**config.mk**
```make
export PLATFORM = sky130hd
export DESIGN_NAME = riscv_fetch_unit
export DESIGN_NICKNAME = d
export VERILOG_FILES = /design/src/rtl/riscv_fetch_unit.sv
export SDC_FILE = /design/constraint.sdc
export NUM_CORES = 1
export LEC_CHECK = 0
export BUFFER_PORTS_ARGS = -buffer_cell sky130_fd_sc_hd__buf_4
export CORE_MARGIN = 4
export CORE_UTILIZATION = 40
export CTS_CLUSTER_SIZE = 40
export DETAILED_ROUTE_END_ITERATION = 12
export SYNTH_ARGS = -nofsm -noshare
export SYNTH_HDL_FRONTEND = slang
export SYNTH_SLANG_ARGS = --single-unit
```
**constraint.sdc**
```tcl
create_clock -name clk -period 6.8 [get_ports clk]
set_input_delay 0.68 -clock clk [delete_from_list [all_inputs] [get_ports clk]]
set_output_delay 0.68 -clock clk [all_outputs]
set_load 0.01 [all_outputs]
```
**src/rtl/riscv_fetch_unit.sv**
```systemverilog
// ---------------------------------------------------------------------------
// riscv_fetch_unit
//
// Instruction fetch stage of the RISC-V core. It holds the fetch PC, issues
// one word read per cycle to a synchronous instruction ROM, buffers returned
// words in a two-entry FIFO and hands them to decode over a valid/ready
// handshake. Each delivered word carries its PC and an illegal-opcode flag.
// A redirect from execute flushes the buffer, squashes the response that is
// still on its way back and restarts fetch at the (word-aligned) target.
//
// Ports:
//   clk            system clock, rising edge
//   rst            asynchronous, active-high reset
//   imem_req       read strobe to the instruction ROM
//   imem_addr      ROM word address (fetch_pc[IMEM_AW+1:2])
//   imem_rdata     ROM data, valid the cycle after imem_req
//   redirect_valid one-cycle pulse: restart fetch at redirect_pc
//   redirect_pc    redirect target, low two bits ignored
//   if_valid       queue head holds an instruction
//   if_ready       decode accepts the head this cycle
//   if_instr       head instruction word
//   if_pc          head instruction address
//   if_illegal     head opcode is not one of the supported base opcodes
// ---------------------------------------------------------------------------
module riscv_fetch_unit #(
    parameter logic [31:0] RESET_PC = 32'h0000_0000,
    parameter int          IMEM_AW  = 10
) (
    input  logic               clk,
    input  logic               rst,
    output logic               imem_req,
    output logic [IMEM_AW-1:0] imem_addr,
    input  logic [31:0]        imem_rdata,
    input  logic               redirect_valid,
    input  logic [31:0]        redirect_pc,
    output logic               if_valid,
    input  logic               if_ready,
    output logic [31:0]        if_instr,
    output logic [31:0]        if_pc,
    output logic               if_illegal
);

    // Fetch-side state
    logic [31:0] fetch_pc;
    logic        inflight;
    logic        epoch;
    logic        req_epoch;
    logic [31:0] req_pc;

    // Two-entry FIFO between the ROM and decode
    logic [1:0]  count;
    logic        rd_ptr;
    logic        wr_ptr;
    logic [31:0] q_instr [2];
    logic [31:0] q_pc    [2];
    logic        q_ill   [2];

    // Per-cycle control
    logic        pop;
    logic [2:0]  occ;
    logic        room;
    logic        capture;
    logic        rdata_illegal;

    // Only the nine base opcodes the core implements are legal; everything
    // else (SYSTEM, FENCE, compressed encodings, all-zeros...) gets flagged
    // so decode can raise the trap when the word reaches it.
    function automatic logic is_illegal(input logic [6:0] opcode);
        logic bad;
        bad = 1'b1;
        case (opcode)
            7'b0010011,
            7'b0110011,
            7'b0110111,
            7'b0010111,
            7'b1101111,
            7'b1100111,
            7'b1100011,
            7'b0000011,
            7'b0100011: bad = 1'b0;
            default:    bad = 1'b1;
        endcase
        return bad;
    endfunction

    // Handshake and issue decisions. occ counts buffered words plus the one
    // response that may still be coming back, so a new request is only sent
    // when its data is guaranteed a free slot after this cycle's pop. This
    // is what makes FIFO overflow impossible without any backpressure on the
    // ROM. A redirect suppresses issue for one cycle and also kills the
    // capture of the response arriving in that same cycle.
    always_comb begin
        if_valid      = (count != 2'd0);
        pop           = if_valid & if_ready;
        occ           = {1'b0, count} + {2'b00, inflight};
        room          = (occ - {2'b00, pop}) < 3'd2;
        imem_req      = ~rst & ~redirect_valid & room;
        capture       = inflight & (req_epoch == epoch) & ~redirect_valid;
        rdata_illegal = is_illegal(imem_rdata[6:0]);
    end

    assign imem_addr = fetch_pc[IMEM_AW+1:2];

    // Head outputs are forced to zero when the queue is empty so nothing
    // stale is visible to decode after a flush or reset.
    always_comb begin
        if_instr   = 32'h0000_0000;
        if_pc      = 32'h0000_0000;
        if_illegal = 1'b0;
        if (if_valid) begin
            if_instr   = q_instr[rd_ptr];
            if_pc      = q_pc[rd_ptr];
            if_illegal = q_ill[rd_ptr];
        end
    end

    // Fetch PC, in-flight tracking and epoch. Each request remembers the PC
    // and epoch it was issued under; toggling the epoch on a redirect makes
    // any response tagged with the old epoch unusable. The PC wraps modulo
    // 2^32 naturally through the 32-bit add.
    always_ff @(posedge clk or posedge rst) begin
        if (rst) begin
            fetch_pc  <= RESET_PC;
            inflight  <= 1'b0;
            epoch     <= 1'b0;
            req_epoch <= 1'b0;
            req_pc    <= 32'h0000_0000;
        end else begin
            if (redirect_valid) begin
                fetch_pc <= redirect_pc & 32'hFFFF_FFFC;
                epoch    <= ~epoch;
            end else if (imem_req) begin
                fetch_pc <= fetch_pc + 32'd4;
            end
            inflight <= imem_req;
            if (imem_req) begin
                req_pc    <= fetch_pc;
                req_epoch <= epoch;
            end
        end
    end

    // FIFO pointers and occupancy. A redirect empties the queue outright;
    // otherwise capture and pop may happen together and cancel out in the
    // count while both pointers advance.
    always_ff @(posedge clk or posedge rst) begin
        if (rst) begin
            count  <= 2'd0;
            rd_ptr <= 1'b0;
            wr_ptr <= 1'b0;
        end else if (redirect_valid) begin
            count  <= 2'd0;
            rd_ptr <= 1'b0;
            wr_ptr <= 1'b0;
        end else begin
            if (capture) begin
                wr_ptr <= ~wr_ptr;
            end
            if (pop) begin
                rd_ptr <= ~rd_ptr;
            end
            case ({capture, pop})
                2'b10:   count <= count + 2'd1;
                2'b01:   count <= count - 2'd1;
                default: count <= count;
            endcase
        end
    end

    // FIFO storage. The illegal flag is decoded once on the way in so the
    // head outputs stay plain register reads.
    always_ff @(posedge clk or posedge rst) begin
        if (rst) begin
            q_instr[0] <= 32'h0000_0000;
            q_instr[1] <= 32'h0000_0000;
            q_pc[0]    <= 32'h0000_0000;
            q_pc[1]    <= 32'h0000_0000;
            q_ill[0]   <= 1'b0;
            q_ill[1]   <= 1'b0;
        end else if (capture) begin
            q_instr[wr_ptr] <= imem_rdata;
            q_pc[wr_ptr]    <= req_pc;
            q_ill[wr_ptr]   <= rdata_illegal;
        end
    end

endmodule
```
==> flow_summary.ini <==
[clocking]
cts_buffers = 17
cts.sinks = 193
post_cts_resize_count = 0
clk_path_buf_depth = 2
ctsHoldBuffers = 0
cts_setup_buffers = 0
tritoncts = built
root_buffer = clkbuf_16
clkLatencyLatePin_ns = 0.43
cts.htree.levels = 4
clkTransAtPathRegs_ns = 0.07

[routing]
ant_nets = 0
drc = 0
routedWlPerCell_microns = 17.8
post_drt_via_cell_ratio = 5.29
via_count = 6430
drt_iter0_markers = 432
first_pass_iters = 4
drt_wl_total_microns = 21600

[layout]
fillers = 2094
antennaDiodeCount = 0
drive_above_1_share = 0.348
final_cell_area_sq_um = 11000
fin_nets = 989
seqCellArea_sq_um = 4830
final_common_cell = dfrtp_1
final_util = 0.486
area_growth_pct = 19.7
multi_input_area_sq_um = 4010
final_cell_mix = dfrtp_1 (192), buf_4 (147), mux2_2 (126)

[critical_path]
worstSetupEndpointType = output pin
crit_type = reg -> out
cp.arrival_ns = 3.51
required_ns = 6.12
reg2reg_depth = 10
timing.rr.end = fetch_pc[30]
rr_startpoint = count[1]
crit_start = count[1]
r2r_setup_slack_ns = 3.14
path_max_fanout = 23
start_kind = flop

[floorplan]
io_pins = 145
core.rowCount = 55
start_util = 0.406
die_w_microns = 159
die_h_microns = 159
die_area_sq_um = 25400
core_sq_um = 22600

[grt]
grt_pass1_wl_microns = 36200
grt_start_max_net_pins = 117
antenna_found_initial = 0
grt_pass1_vias = 6673
gr-total-overflow = 0
grt_usage = 0.174

[run_status]
status = finished, final reports clean

[synth]
synth_area_per_cell_sq_um = 11.3
synth.largest_area_cell = dfrtp_1
seq_area_frac_synth = 0.527
yosysTopAreaCellShare = 0.527
yosysWarnings = 0
syn-cell-area_sq_um = 9160
synthTopCellsByArea = dfrtp_1 (53%), mux2_2 (15%), mux2i_1 (7.1%)
async_reset_ff_frac = 1.00
synth_edf_count = 0
ys_ff_latch = 193
synth_ff_type = dfrtp_1
synth_cell_type_count = 58
synthCells = 809

[placed_design]
port_buffers = 140
placed_cell_area_sq_um = 10400
gp_congestion = 0.851
hpwlAfterDp_microns = 14200

[sta]
period_minus_slack_ns = 4.19
setup_viol_count_final = 0
whs_ns = 0.407
max_freq_ghz = 0.239
slew_viol_final = 0
tightest_slew_ns = 0.970
period_share = 0.616
finalClockSkew_ns = 0.0111
fin_tns_setup_ns = 0
final_hold_viol_count = 0
relSlewSlack = 0.354
rsz0062_at_grt = false

[pwr]
vdd_drop_max_uv = 165
p_per_area_nw_per_um2 = 372
leakage_nw = 5.05

[job]
maxCapViolCount = 0

[worst_hold_path]
holdCritPathClass = in -> async
## cells by family (layout without fill, tap and decap cells)
| logic type | Yosys count | after routing | synth area share |
|---|---|---|---|
| and+or+nand+nor | 263 | 263 | 0.137 |
| DFF | 193 | 193 | 0.527 |
| muxes | 191 | 191 | 0.226 |
| buffers and inverters | 75 | 196 | 0.0374 |
| AOI/OAI and AO/OA | 74 | 74 | 0.0586 |
| xor gates and xnor gates | 9 | 9 | 0.00861 |
| adders and majority gates | 3 | 3 | 0.00492 |
| other | 1 | 2 | 0.000409 |
## worst max path at each step
stage | to | slack [ns]
2_1_floorplan | count[0] | 0.86
3_3_place_gp | imem_req | 2.99
3_5_place_dp | imem_req | 2.98
4_1_cts | imem_req | 2.56
5_1_grt | imem_req | 2.39
6_report | imem_req | 2.61
## through the flow
stage          total power [mW]  setup slack [ns]  instances
6_report                   4.08              2.61       1216
5_1_grt                    4.37              2.39       1216
4_1_cts                    4.14              2.56       1216
3_5_place_dp               3.13              2.98       1184
3_3_place_gp               3.08              2.99       1184
2_1_floorplan              2.69             0.864        810
## cell type report
class / count / area share
multi-input cells: 542 / 0.366
inverters: 17 / 0.00651
clock buffers: 18 / 0.0392
well taps: 285 / 0.0325
flip-flops and latches: 193 / 0.441
repair buffers: 147 / 0.101
clock inverters: 14 / 0.0140
## metal layers
metal	global-route usage	vias to the layer above	wire length, microns
met5	0	-	0
met2	0.270	180	9720
li1	-	3075	-
met1	0.252	3157	10600
met3	0.0391	18	1050
met4	0.0387	0	233
## critical path, cell delays in order, from the launching register on
cell      delay (ns)
dfrtp_1         0.50
o21ai_0         0.43
inv_1           0.09
ha_1            0.27
nand2b_1        0.15
fa_1            0.41
xnor2_1         0.53
nand2_2         0.11
inv_2           0.38
buf_4           0.21
## registers in the layout, summed over array words and instances, names as in the netlist
register,cells
q_instr,64
q_pc,60
fetch_pc,30
req_pc,30
count,2
q_ill,2
epoch,1
inflight,1
rd_ptr,1
req_epoch,1
wr_ptr,1
## synth_stat cells, drive strengths merged, types with 4 or more instances
cell,n
dfrtp,193
mux2,126
nand2,102
nor2,78
mux2i,65
buf,34
clkbuf,24
nand3,21
o21ai,21
inv,17
nand4,16
o311ai,11
nor4,9
or4,8
o211ai,7
a221o,6
a22oi,5
a31oi,5
xnor2,5
and2,4
nor3,4
xor2,4
## where the power goes
part,total (mW),internal (mW),switching [mW]
Sequential,1.89,1.59,0.300
Combinational,1.18,0.633,0.549
Clock,1.00,0.549,0.455
(Power assumes the default switching activity.)
